### config.mk
export PLATFORM = sky130hd
export DESIGN_NAME = vram_arbiter
export DESIGN_NICKNAME = d
export VERILOG_FILES = /design/src/rtl/vram_arb_pkg.sv /design/src/rtl/vram_arb_rdmux.sv /design/src/rtl/vram_arbiter.sv
export SDC_FILE = /design/constraint.sdc
export NUM_CORES = 1
export LEC_CHECK = 0
export CAP_MARGIN = 20
export CORE_MARGIN = 2
export CORE_UTILIZATION = 30
export DETAILED_ROUTE_END_ITERATION = 8
export PLACE_DENSITY = 0.75
export SETUP_SLACK_MARGIN = 0.02
export SLEW_MARGIN = 40
export SYNTH_ARGS = -nofsm -noshare
export SYNTH_HDL_FRONTEND = slang
export SYNTH_HIERARCHICAL = 1
export SYNTH_SLANG_ARGS = --single-unit
### constraint.sdc
create_clock -name clk -period 1.6 [get_ports clk]
set_input_delay 0.32 -clock clk [delete_from_list [all_inputs] [get_ports clk]]
set_output_delay 0.32 -clock clk [all_outputs]
set_load 0.02 [all_outputs]
### src/rtl/vram_arb_pkg.sv
// Shared definitions for the VRAM arbiter: region encoding, address-width
// defaults, region-decode constants and the byte-lane write-mask helper.
package vram_arb_pkg;

    localparam int VRAM_AW = 15;  // VRAM word-address width (32-bit words)
    localparam int IO_AW   = 17;  // I/O window byte-address width
    localparam int BM_AW   = 19;  // bus-master byte-address width

    typedef enum logic [1:0] {
        REG_VRAM     = 2'd0,
        REG_IO       = 2'd1,
        REG_UNMAPPED = 2'd2
    } region_e;

    // Values of bm_addr[18:17] selecting each window; anything else is unmapped.
    localparam logic [1:0] DEC_VRAM = 2'b00;
    localparam logic [1:0] DEC_IO   = 2'b01;

    function automatic region_e decode_region(input logic [1:0] addr_hi);
        region_e r;
        case (addr_hi)
            DEC_VRAM: r = REG_VRAM;
            DEC_IO:   r = REG_IO;
            default:  r = REG_UNMAPPED;
        endcase
        return r;
    endfunction

    // One-hot byte enable for a byte lane within a 32-bit word (lane 0 -> 4'b0001).
    function automatic logic [3:0] lane_mask(input logic [1:0] lane);
        return 4'b0001 << lane;
    endfunction

endpackage

### src/rtl/vram_arb_rdmux.sv
// Bus-master read return path: remembers what kind of read was issued, selects
// the right byte in the following cycle, and holds it until the next read.
module vram_arb_rdmux
    import vram_arb_pkg::*;
(
    input  logic        clk,
    input  logic        rst,
    input  logic        rd_issue,    // read strobe accepted this cycle
    input  region_e     rd_region_d,
    input  logic [1:0]  rd_lane_d,
    input  logic [31:0] ram_rddata,
    input  logic [7:0]  io_rddata,
    output logic [7:0]  rd_data
);

    logic        rd_pending;
    region_e     rd_region;
    logic [1:0]  rd_lane;
    logic [7:0]  rd_sel;
    logic [7:0]  rd_hold;

    // Capture read context so the return mux knows where the data comes from.
    // NOTE: sequential state uses non-blocking assignments so every register
    // samples pre-edge values regardless of statement order.
    always_ff @(posedge clk or posedge rst) begin
        if (rst) begin
            rd_pending <= 1'b0;
            rd_region  <= REG_UNMAPPED;
            rd_lane    <= 2'd0;
        end else begin
            rd_pending <= rd_issue;
            if (rd_issue) begin
                rd_region <= rd_region_d;
                rd_lane   <= rd_lane_d;
            end
        end
    end

    // Select the returned byte from the source that served the read.
    // NOTE: defaults are assigned first so no path through the block leaves
    // rd_sel unassigned, which would otherwise infer a latch.
    always_comb begin
        rd_sel = 8'h00;
        case (rd_region)
            REG_VRAM: rd_sel = ram_rddata[8*rd_lane +: 8];
            REG_IO:   rd_sel = io_rddata;
            default:  rd_sel = 8'h00;
        endcase
    end

    // Keep the last returned byte visible between reads.
    // NOTE: the hold register is a plain flop and is reset, so bm_rddata is a
    // defined 8'h00 straight out of reset.
    always_ff @(posedge clk or posedge rst) begin
        if (rst)             rd_hold <= 8'h00;
        else if (rd_pending) rd_hold <= rd_sel;
    end

    assign rd_data = rd_pending ? rd_sel : rd_hold;

endmodule

### src/rtl/vram_arbiter.sv
// Arbitrates single-byte bus-master accesses against 32-bit video fetches on a
// shared 32K x 32 synchronous VRAM, and decodes bus-master addresses into
// VRAM / I/O / unmapped windows. Bus master has absolute priority.
// Optional conflict counter enabled by defining VRAM_ARB_PERF_EN.
module vram_arbiter
    import vram_arb_pkg::*;
#(
    parameter int VRAM_AW = vram_arb_pkg::VRAM_AW,
    parameter int IO_AW   = vram_arb_pkg::IO_AW
) (
    input  logic               clk,
    input  logic               rst,
    input  logic [18:0]        bm_addr,
    input  logic [7:0]         bm_wrdata,
    input  logic               bm_strobe,
    input  logic               bm_write,
    output logic [7:0]         bm_rddata,
    output logic               io_strobe,
    output logic               io_write,
    output logic [IO_AW-1:0]   io_addr,
    output logic [7:0]         io_wrdata,
    input  logic [7:0]         io_rddata,
    input  logic               vid_req,
    input  logic [VRAM_AW-1:0] vid_addr,
    output logic               vid_ack,
    output logic               vid_rdvalid,
    output logic [31:0]        vid_rddata,
    output logic [VRAM_AW-1:0] ram_addr,
    output logic [31:0]        ram_wrdata,
    output logic [3:0]         ram_wrmask,
    output logic               ram_write,
    input  logic [31:0]        ram_rddata,
    output logic [15:0]        conflict_cnt
);

    region_e     region;
    logic        bm_vram;
    logic [31:0] vid_hold;

    assign region  = decode_region(bm_addr[18:17]);
    assign bm_vram = bm_strobe && (region == REG_VRAM);
    assign vid_ack = vid_req && !bm_vram;

    // Drive the RAM and I/O ports from the winning requester in the same cycle.
    always_comb begin
        ram_addr   = vid_addr;
        ram_wrdata = {4{bm_wrdata}};
        ram_wrmask = 4'b0000;
        ram_write  = 1'b0;
        io_strobe  = bm_strobe && (region == REG_IO);
        io_write   = bm_strobe && (region == REG_IO) && bm_write;
        io_addr    = bm_addr[IO_AW-1:0];
        io_wrdata  = bm_wrdata;
        if (bm_vram) begin
            ram_addr = bm_addr[VRAM_AW+1:2];
            if (bm_write) begin
                ram_wrmask = lane_mask(bm_addr[1:0]);
                ram_write  = 1'b1;
            end
        end
    end

    vram_arb_rdmux u_rdmux (
        .clk         (clk),
        .rst         (rst),
        .rd_issue    (bm_strobe && !bm_write),
        .rd_region_d (region),
        .rd_lane_d   (bm_addr[1:0]),
        .ram_rddata  (ram_rddata),
        .io_rddata   (io_rddata),
        .rd_data     (bm_rddata)
    );

    // Video return: flag the cycle the RAM presents an acked word, keep the word after.
    always_ff @(posedge clk or posedge rst) begin
        if (rst) begin
            vid_rdvalid <= 1'b0;
            vid_hold    <= 32'h0;
        end else begin
            vid_rdvalid <= vid_ack;
            if (vid_rdvalid) vid_hold <= ram_rddata;
        end
    end

    assign vid_rddata = vid_rdvalid ? ram_rddata : vid_hold;

`ifdef VRAM_ARB_PERF_EN
    logic [15:0] conflict_q;

    // Count cycles a pending video request was blocked, saturating at all-ones.
    always_ff @(posedge clk or posedge rst) begin
        if (rst)                                          conflict_q <= 16'h0000;
        else if (vid_req && !vid_ack && conflict_q != 16'hFFFF) conflict_q <= conflict_q + 16'd1;
    end

    assign conflict_cnt = conflict_q;
`else
    assign conflict_cnt = 16'h0000;
`endif

endmodule

After elaboration in Yosys (flattened, before gate mapping)

Cells that the tools add are included.

Bits in registers: 46
Word-level logic and storage cells: 30

Eq/ne operators: 3
Shifts and indexed selects: 2
Multiplexer cells: 9
Reductions and logical operators: 10

Operators with widths:

| kind                                                                  | number |
|---|---|
| 32-bit 2-to-1 mux                                                     | 1 |
| 32-bit by 6-bit variable part select with 8-bit output                | 1 |
| 8-bit one-hot mux with 2 select lines                                 | 1 |
| 15-bit 2-to-1 mux                                                     | 1 |
| 4-bit 2-to-1 mux                                                      | 2 |
| 8-bit 2-to-1 mux                                                      | 1 |
| 2-bit by 1-bit equality test with 1-bit output, second input constant | 3 |
| 2-bit logical NOT                                                     | 3 |
| 1-bit logical AND                                                     | 5 |
| 2-bit one-hot mux with 2 select lines                                 | 1 |
| 1-bit by 2-bit left shift with 4-bit output, first input constant     | 1 |
| 1-bit logical NOT                                                     | 2 |
| 1-bit 2-to-1 mux                                                      | 2 |

Logic depth before layout (Yosys ltp)

Gate-level depths: netlist of run 1.

Depth in word-level cells: 6
Gate-level depth with buffers: 3
Gate-level depth less buffers: 3

Cells and area by module

The synthesis of run 1 kept the hierarchy.

Modules (own cells, without submodules):

| module         | instances | cells an instance | area each (sq um) |
|---|---|---|---|
| vram_arbiter   | 1         | 173               | 2035.7 |
| vram_arb_rdmux | 1         | 56                | 794.5 |

Worst setup path before layout of run 1

OpenSTA, ideal clock, no wires.

Path type: flip-flop to output port
Start point: register u_rdmux.rd_lane[0]
End point: output port bm_rddata[0]
Data arrival time: 1.347 ns
Required time: 1.280 ns
Slack: -0.067 ns
Stages on the path, launching flop included: 4
Path buffers: 1
Path through: dfrtp_1 -> buf_6 -> mux4_2 -> a211o_1

Longest elaborated chain between the ends: 3

RTL lines:

| element                                                | line                 | RTL |
|---|---|---|
| from (decl)                                            | vram_arb_rdmux.sv:18 | `logic [1:0] rd_lane;` |
| from (signal assigned)                                 | vram_arb_rdmux.sv:34 | `rd_lane <= rd_lane_d;` |
| 32-bit by 6-bit variable part select with 8-bit output | vram_arb_rdmux.sv:45 | `REG_VRAM: rd_sel = ram_rddata[8*rd_lane +: 8];` |
| 8-bit one-hot mux with 2 select lines                  | vram_arb_rdmux.sv:44 | `case (rd_region)` |
| 8-bit 2-to-1 mux                                       | vram_arb_rdmux.sv:59 | `assign rd_data = rd_pending ? rd_sel : rd_hold;` |
| to (decl)                                              | vram_arbiter.sv:17   | `output logic [7:0] bm_rddata,` |

Every way passes these cells.

Worst setup path after layout of run 1

Ends and elaborated chain as after synthesis.

==> results of run 1 <==
## area by class of cell
class | instances | share of cell area (%)
inverter | 3 | 0.2258
clock inverter | 2 | 1.204
sequential | 46 | 23.16
tap | 111 | 2.785
timing repair buffer | 206 | 43.78
multi-input combinational | 111 | 27.20
clock buffer | 6 | 1.656
## report_power, final
group / total (mW) / internal (mW) / switching, mW
registers: 1.38 / 1.32 / 0.0622
logic: 1.80 / 1.02 / 0.777
clock network: 1.07 / 0.667 / 0.400
## final timing paths
path / slack [ns] / from / endpoint
min reg2reg: 0.51 / vid_hold[12] / vid_hold[12]
max in group asynchronous: 0.81 / rst / u_rdmux/rd_lane[0]
min in group clk: 0.47 / bm_addr[18] / u_rdmux/rd_region[1]
min: 0.42 / rst / u_rdmux/rd_pending
max reg2reg: 0 / u_rdmux/rd_lane[0] / u_rdmux/rd_hold[0]
max: -0.63 / u_rdmux/rd_lane[0] / bm_rddata[0]
## cells by family (layout without fill, tap and decap cells)
logic type | after synthesis | count (layout)
AOI/OAI and AO/OA | 8 | 8
buffers and inverters | 87 | 217
DFF | 46 | 46
muxes | 59 | 59
other | 1 | 16
and+or+nand+nor | 28 | 28
## worst reg2reg max path: stages (launching register included)
cell and delay, ns:
sky130_fd_sc_hd__dfrtp_2 0.42, sky130_fd_sc_hd__buf_12 0.14, sky130_fd_sc_hd__mux4_2 0.56, sky130_fd_sc_hd__a211o_4 0.37
## synthesized netlist by cell type, drive strengths merged
library cell	number
a211o	8
and2	1
and3	2
and4b	8
buf	78
clkbuf	6
conb	1
dfrtp	45
dfstp	1
inv	3
mux2	51
mux4	8
nand4bb	1
nor2b	11
nor3	1
nor3b	4
## flip-flops by register name (all words and copies together) (netlist names)
register,cells
vid_rdvalid,1
u_rdmux/rd_lane,2
u_rdmux/rd_hold,8
u_rdmux/rd_region,2
vid_hold,32
u_rdmux/rd_pending,1
## per-stage QoR
stage	util, %	setup slack (ns)	area, um2	hold WS (ns)
floorplan	-	-0.06120	2958	0.1962
CTS	54.14	-0.7322	4979	0.4252
finish	54.23	-0.6304	4987	0.4197
global route	54.23	-0.6726	4987	0.4488
global placement	47.13	-0.9110	4334	0.4677
detailed placement	47.13	-0.9042	4334	0.4856
## metal layers
metal  up-vias  routed length, um
met5         -                  0
met4         0                 18
met3         2                552
met2        86               4634
met1      1077               3779
li1        994                  -
## repair_timing
action                     CTS  global route
resized for setup          450            35
setup endpoints to repair   82            69
buffers inserted            21             5
gates cloned                 5             0
pin swaps                    7             7
==> flow_metrics.env, run 1 <==
export IMPL_layout_cells_most_common="sky130_fd_sc_hd__clkdlybuf4s50_1"
export IMPL_rsz_0062_raised_after_global_routing="true"
export IMPL_ys_warn_count=6
export IMPL_layout_cells_most_common_list="72 x sky130_fd_sc_hd__clkdlybuf4s50_1, 71 x sky130_fd_sc_hd__buf_6, 43 x sky130_fd_sc_hd__dfrtp_1"
export IMPL_grt_remaining_overflow=0
export IMPL_drt_antenna_violating_nets=0
export IMPL_violations_in_the_final_reports="setup timing"
export IMPL_routedWlPerCell_um=18.52
export IMPL_slew_viol_final=0
export IMPL_numCtsBuffers=5
export IMPL_sequential_share_of_the_synthesized_area_pct=40.72
export IMPL_die_width_um=101.1
export IMPL_root_buffer="sky130_fd_sc_hd__clkbuf_8"
export IMPL_synthSimpleGateAreaFrac_pct=8.134
export IMPL_cts_hold_buffers=0
export IMPL_critical_path_slowest_cell="sky130_fd_sc_hd__mux4_2"
export IMPL_die_area_um2=10230
export IMPL_netlist_top_cells_area="sky130_fd_sc_hd__dfrtp_1 40%, sky130_fd_sc_hd__mux2_2 19%, sky130_fd_sc_hd__buf_4 19%"
export IMPL_max_slew_margin_rel_pct=63.92
export IMPL_power_mw=4.249
export IMPL_path_buf_inv=2
export IMPL_clock_tree_from_tritoncts="yes"
export IMPL_cellPowerDensity_nw_per_um2=852.0
export IMPL_grt_busiest_layer="met2"
export IMPL_fin_tns_setup_ns=-15.61
export IMPL_n_fill_cell=818
export IMPL_critical_path_startpoint_type="flip-flop"
export IMPL_critPathKind="flip-flop to output pin"
export IMPL_finalWorstSetupSlack_ns=-0.6304
export IMPL_die_h_um=101.1
export IMPL_routing_usage_on_met1_pct=22.75
export IMPL_dp_cells=456
export IMPL_detailed_route_iter0_violations=40
export IMPL_tightest_slew_ns=0.5406
export IMPL_grt_first_pass_wirelength_mm=13.64
export IMPL_ir_drop_mv=0.6559
export IMPL_dp_hpwl_mm=6.138
export IMPL_numPortBuffers=159
export IMPL_wirelength_mm=8.984
export IMPL_final_cell_count_without_fillers=485
export IMPL_gp_routability_congestion=0.7314
export IMPL_globalRouteMet2Util_pct=30.36
export IMPL_std_cell_rows=35
export IMPL_grt_total_usage_pct=17.49
export IMPL_fin_skew_ns=0.002536
export IMPL_cp_max_fo=5
export IMPL_largest_net_degree_at_the_start_of_global_routing=34
export IMPL_yosys_area_top_type="sky130_fd_sc_hd__dfrtp_1"
export IMPL_synth_fa_ha_area_share_pct=0
export IMPL_synth_compound_area_share_pct=2.476
export IMPL_number_of_global_route_vias_before_repair=2463
export IMPL_num_nets_final=460
export IMPL_starting_density_of_the_core_pct=30.78
export IMPL_synthesis_area_um2=2830
export IMPL_area_growth_synth_to_final_pct=76.22
export IMPL_syn_instance_count=229
export IMPL_synthXorXnorAreaFrac_pct=0
export IMPL_max_clock_freq_mhz=448.4
export IMPL_worst_r2r_path_depth=3
export IMPL_top_family_by_delay_on_critical_path="multiplexers"
export IMPL_final_layout_size_suffix_gt1_share_pct=52.94
export IMPL_htree_num_levels=2
export IMPL_drt_pre_antenna_iters=4
export IMPL_power_static_leakage_nw=2.355
export IMPL_layout_min_cycle_time_ns=2.230
export IMPL_worstHoldPathType="input pin to async pin"
export IMPL_yosysUniqueCellTypes=21
export IMPL_max_stage_delay_ns=0.56
export IMPL_clockBufferDepth=2
export IMPL_via_count_of_the_routed_design=2159
export IMPL_antenna_found_initial=0
export IMPL_antenna_cells_inserted=0
export IMPL_muxShareOfSynthArea_pct=26.66
export IMPL_yosys_area_top_type_share_pct=39.79
export IMPL_status="complete, but fails checks"
export IMPL_synth_top_family_by_area="multiplexers"
export IMPL_end_kind="output pin"
export IMPL_worst_ep_arrival_time_ns=1.91
export IMPL_synth_seq_cells=46
export IMPL_syn_area_per_cell_um2=12.36
export IMPL_post_drt_via_cell_ratio=4.452
export IMPL_multiInputGateArea_um2=1356
export IMPL_placeableCoreArea_um2=9196
export IMPL_timing_max_cap_violations=0
export IMPL_clock_latency_reported_for_the_late_side_of_the_worst_skew_pair_ns=0.29
export IMPL_finalCritPeriodShare_pct=139.4
export IMPL_hold_violations_final=0
export IMPL_grt_util_met3_pct=4.279
export IMPL_finalSetupViolations=57
export IMPL_cts_num_sinks=46
export IMPL_cp_data_required_time_ns=1.28
export IMPL_route_detailed_drc=0
export IMPL_ff_latch_area_um2=1155
export IMPL_path_depth=4
export IMPL_io_pin_count=224
export IMPL_worstPathCellList="buf_12 -> mux4_2 -> a211o_4 -> buf_6"
export IMPL_clk_pin_slew_ns=0.08
Note: power is estimated with default switching activity, not from simulation.
==> inputs of run 2 (changes only) <==
- CORE_ASPECT_RATIO: unset -> 0.75
==> run 2 against run 1 <==
The flow still finishes with violations (setup timing); sequential share of layout area rose by 0.17 points; register-to-register slack is essentially flat; worst hold slack got worse by 0.032 ns; combinational power about the same; final area is 0.73% lower; first-iteration DRC count grew 130%; setup slack improved by 0.020 ns; critical endpoint unchanged; highest routed layer unchanged.
==> flow_metrics.env, run 2 (synthesis results as in run 1) <==
export IMPL_status="complete, but fails checks"
export IMPL_violations_in_the_final_reports="setup timing"
export IMPL_area_growth_synth_to_final_pct=74.93
export IMPL_std_cell_rows=30
export IMPL_top_register="vid_hold"
export IMPL_cellPowerDensity_nw_per_um2=845.5
export IMPL_end_kind="output pin"
export IMPL_wirelength_mm=8.940
export IMPL_final_layout_size_suffix_gt1_share_pct=51.87
export IMPL_clock_tree_from_tritoncts="yes"
export IMPL_num_nets_final=460
export IMPL_critPathKind="flip-flop to output pin"
export IMPL_tightest_slew_ns=0.5862
export IMPL_numPortBuffers=159
export IMPL_starting_density_of_the_core_pct=31.03
export IMPL_finalCritPeriodShare_pct=138.2
export IMPL_grt_first_pass_wirelength_mm=13.50
export IMPL_grt_busiest_layer="met2"
export IMPL_worstSetupStartpoint="u_rdmux/rd_lane[0]"
export IMPL_root_buffer="sky130_fd_sc_hd__clkbuf_16"
export IMPL_antenna_found_initial=0
export IMPL_finalWorstSetupSlack_ns=-0.6106
export IMPL_worst_r2r_endpoint="u_rdmux/rd_hold[0]"
export IMPL_power_mw=4.186
export IMPL_clk_pin_slew_ns=0.06
export IMPL_place_ws_ns=-0.8917
export IMPL_worst_r2r_path_depth=3
export IMPL_timing_max_cap_violations=0
export IMPL_clockBufferDepth=2
export IMPL_grt_util_met3_pct=6.090
export IMPL_number_of_global_route_vias_before_repair=2435
export IMPL_grt_remaining_overflow=0
export IMPL_detailed_route_iter0_violations=93
export IMPL_rsz_0062_raised_after_global_routing="true"
export IMPL_rrSetupSlack_ns=0
export IMPL_max_clock_freq_mhz=452.4
export IMPL_fin_skew_ns=0.006081
export IMPL_htree_num_levels=2
export IMPL_cp_max_fo=5
export IMPL_dp_hpwl_mm=6.238
export IMPL_slew_viol_final=0
export IMPL_grt_total_usage_pct=17.67
export IMPL_critical_path_reg2reg_startpoint="u_rdmux/rd_lane[0]"
export IMPL_fin_area_um2=4951
export IMPL_post_drt_via_cell_ratio=4.315
export IMPL_ir_drop_mv=0.5023
export IMPL_die_width_um=116.2
export IMPL_power_static_leakage_nw=2.349
export IMPL_gp_routability_congestion=0.7114
export IMPL_fin_tns_setup_ns=-10.14
export IMPL_worstHoldPathType="input pin to flip-flop"
export IMPL_route_detailed_drc=0
export IMPL_finalSetupViolations=56
export IMPL_largest_net_degree_at_the_start_of_global_routing=34
export IMPL_hold_violations_final=0
export IMPL_routedWlPerCell_um=17.81
export IMPL_layout_cells_most_common_list="72 x sky130_fd_sc_hd__clkdlybuf4s50_1, 72 x sky130_fd_sc_hd__buf_6, 43 x sky130_fd_sc_hd__dfrtp_1"
export IMPL_placeableCoreArea_um2=9121
export IMPL_largest_reg_flops=32
export IMPL_largestRegisters="vid_hold: 32 flops, u_rdmux/rd_hold: 8 flops"
export IMPL_layout_min_cycle_time_ns=2.211
export IMPL_cts_hold_buffers=0
export IMPL_max_slew_margin_rel_pct=60.87
export IMPL_critical_path_startpoint_type="flip-flop"
export IMPL_routing_usage_on_met1_pct=23.94
export IMPL_worst_ep_arrival_time_ns=1.89
export IMPL_dpl_instance_area_um2=4363
export IMPL_drt_antenna_violating_nets=0
export IMPL_core_occupancy_in_the_finished_layout_pct=54.28
export IMPL_antenna_cells_inserted=0
export IMPL_globalRouteMet2Util_pct=28.28
export IMPL_clock_latency_reported_for_the_late_side_of_the_worst_skew_pair_ns=0.28
export IMPL_die_h_um=88.12
export IMPL_die_area_um2=10240
export IMPL_endpoint="bm_rddata[0]"
export IMPL_via_count_of_the_routed_design=2166
export IMPL_drt_pre_antenna_iters=4
export IMPL_cts_num_sinks=46
export IMPL_numCtsBuffers=5
export IMPL_io_pin_count=224
export IMPL_cp_data_required_time_ns=1.28
## run 2: cell count changes in the layout (fill, tap and decap cells not counted), sizes merged
cell,delta
bufinv,-2
clkdlybuf4s15,+1
clkinv,+2
dlygate4sd2,-2
dlymetal6s2s,+1
## run 2: worst min-delay path by stage
stage	slack, ns	depth (start not counted)	start	to
final	0.39	3	bm_addr[18]	u_rdmux/rd_region[1]
after global routing	0.39	3	bm_addr[18]	u_rdmux/rd_region[1]
after CTS	0.38	3	bm_addr[18]	u_rdmux/rd_region[1]
after detailed placement	0.47	1	vid_hold[5]	vid_hold[5]
after global placement	0.47	1	vid_hold[5]	vid_hold[5]
after floorplan	0.20	1	rst	u_rdmux/rd_hold[0]
## run 2: where the power goes
group | internal [mW] | leakage (nW) | switching, mW
clock network | 0.580 | 0.0708 | 0.437
registers | 1.32 | 0.548 | 0.0608
logic | 1.01 | 1.73 | 0.777
## run 2: metrics by stage
step | hold slack [ns] | instances
floorplan | 0.1962 | 244
global placement | 0.4703 | 474
detailed placement | 0.4749 | 474
CTS | 0.3798 | 508
global route | 0.3890 | 502
finish | 0.3873 | 502
## run 2: metal layers
| metal | part of all wire [%] | vias up |
|---|---|---|
| met5 | 0 | - |
| met4 | 0.18 | 0 |
| met3 | 8.0 | 4 |
| met2 | 48 | 96 |
| met1 | 44 | 1069 |
| li1 | - | 997 |
## run 2: layout make-up
class	instances	area, um2
multi-input cells	111	1358
well taps	128	160.2
flip-flops and latches	46	1155
clock inverters	2	13.76
inverters	3	11.26
fillers	803	4170
repair buffers	206	2125
clock buffers	6	128.9
## run 2: critical path, stage by stage (launching register included)
cell and delay (ns):
sky130_fd_sc_hd__dfrtp_2 0.38, sky130_fd_sc_hd__buf_8 0.15, sky130_fd_sc_hd__mux4_2 0.58, sky130_fd_sc_hd__a211o_4 0.36
sky130_fd_sc_hd__buf_6 0.13
## run 2: timing repair
action,CTS,global route
pin swaps,9,9
gates resized for setup,431,60
buffers inserted,21,5
endpoints found under the setup margin,81,74
gates cloned,5,0
endpoints found under the hold margin,0,0
==> patch, RTL diff (config.mk and constraints of run 2) <==
The option `VRAM_ARB_PERF_EN` is turned on by a define.
--- a/src/rtl/vram_arbiter.sv
+++ b/src/rtl/vram_arbiter.sv
@@ -3,4 +3,6 @@
 // VRAM / I/O / unmapped windows. Bus master has absolute priority.
 // Optional conflict counter enabled by defining VRAM_ARB_PERF_EN.
+`define VRAM_ARB_PERF_EN
+
 module vram_arbiter
     import vram_arb_pkg::*;
Behaviour: not the same (Yosys sat finds a counterexample within 4 cycles, from zero or initial values and one cycle with rst high).
==> patch against run 2 <==
The flow still finishes with violations (setup timing); worst setup slack worse by 0.030 ns; first-iteration DRC count is 9.7% lower; via count is 39% higher; global-route usage is 1.9 points higher; sequential cell count is 16 higher; area after synthesis is 23% higher; sequential power is 38% higher; final area is 34% higher; power is 53% higher; utilization is 3.4 points higher; sequential share of layout area is 0.31 points higher; routed wire length is 40% higher; synthesized cell count is 26% higher.
==> patch: results (changes against run 2) <==
status=finished, violations left; violated checks=setup timing; met3 routed WL=646 um (-9.9%); Clock H-tree levels=3 (+1); Avg WL per Cell=19.3 um (+8.2%); hold crit path type=input port to register; share of total power in combinational logic=35.1% (-7.5 points); clock network power=2.25 mW (+120%); CP Max Fanout=5 (unchanged); GRT Util Overall=19.6% (+1.9 points); total wire length=12.5 mm (+40%); met3 global-route usage=5.23% (-0.86 points); global routing usage on met2=31.5% (+3.2 points); Syn Inst Count=288 (+26%); Leak=3.16 nW (+35%); number of distinct library cells after synthesis=32 (+52%); gpl congestion=0.823 (+16%); GR Layer Usage met1=25.9% (+1.9 points); antenna violations before repair=0 (unchanged); CTS Buf Count=9 (+4); CTS Root Cell=clkbuf_16; post-synthesis sequential area ratio=44.4% (+3.7 points); Crit path max-delay family=multiplexers; post-route setup slack=-0.640 ns (-0.0299 ns); IO Port Bufs=175 (+10%); Max VDD drop=0.837 mV (+67%); Initial DRC Count=84 (-9.7%); Fin Clk Skew=0.00586 ns (-0.000226 ns); DR vias=3,019 (+39%); dominant cells by area after synthesis=dfrtp_1, mux2_2, buf_4, mux4_2, xor2_1; vias in the first global route=3,289 (+35%); setup violators final=66 (+18%); Net Count, Synth=376; largest net degree at the start of global routing=29 (-15%); setup TNS=-18.03 ns (-7.88 ns); wl on met1=5.44 mm (+39%); worst-margin pin slew=0.575 ns (-0.0110 ns); max FFs per register=32 (unchanged); drt pass-1 iters=4 (unchanged); Comb group=2.25 mW (+26%); global-route wire length before repair=18.6 mm (+38%); Post-DP Area=0.00547 mm2 (+25%); highest routed layer=met4; Worst-Skew Late Latency=0.32 ns (+0.04 ns); dpl hpwl=8.52 mm (+37%); met2 WL=6.22 mm (+45%); Switching Fraction=27.8% (-2.6 points); Synth top cells by count=dfrtp_1, buf_4, mux2_2; layout cell share with drive strength beyond 1=56.6% (+4.8 points); dpl ws=-1.00 ns (-0.108 ns); Net count, final=588 (+28%)
==> patch: cell types whose count changed after synthesis, sizes merged, moves of 4 or more <==
| cell | delta |
|---|---|
| dfrtp | +16 |
| buf | -15 |
| xor2 | +10 |
| nand2 | +8 |
| nand4 | +6 |
| nor4 | +6 |
| nor2 | +5 |
| nand3 | +4 |
| xnor2 | +4 |
==> patch: logic make-up (layout without fill, tap and decap cells) <==
group	count (synthesis)	in the layout	synth area share (%)
XOR/XNOR	14	14	3.51
buffers and inverters	75	292	14.8
multiplexers	61	61	22.2
AO/OA/AOI/OAI	10	10	2.51
adder cells (fa/ha/maj)	1	1	0.358
flip-flops	62	62	44.4
AND/OR/NAND/NOR	65	65	12.1
==> patch: final timing paths <==
kind | start | end | slack [ns] | depth (start not counted)
max reg2reg | u_rdmux/rd_lane[0]$_DFFE_PP0P_ | u_rdmux/rd_hold[2]$_DFF_PP0_ | -0.10 | 5
max in group asynchronous | rst | vid_hold[12]$_DFF_PP0_ | 0.86 | 3
min in group asynchronous | rst | u_rdmux/rd_hold[3]$_DFF_PP0_ | 0.39 | 3
min reg2reg | vid_hold[29]$_DFF_PP0_ | vid_hold[29]$_DFF_PP0_ | 0.51 | 1
max | u_rdmux/rd_lane[0]$_DFFE_PP0P_ | bm_rddata[0] | -0.64 | 4
min | bm_addr[18] | u_rdmux/rd_region[1]$_DFFE_PP1P_ | 0.34 | 3
==> patch: timing repair <==
action,4_1_cts,5_1_grt
endpoints found under the hold margin,0,0
gates resized for setup,438,89
hold buffers,0,0
buffers inserted,28,15
endpoints found under the setup margin,114,91
pin swaps,24,27
cloned,4,1
==> patch: final cells by class <==
type	instances	area, um2
clock buffer	12	246
timing repair buffer	271	2740
fill	948	4860
inverter	5	18.8
tap	144	180
clock inverter	4	95.1
multi-input combinational	151	1780
sequential	62	1570
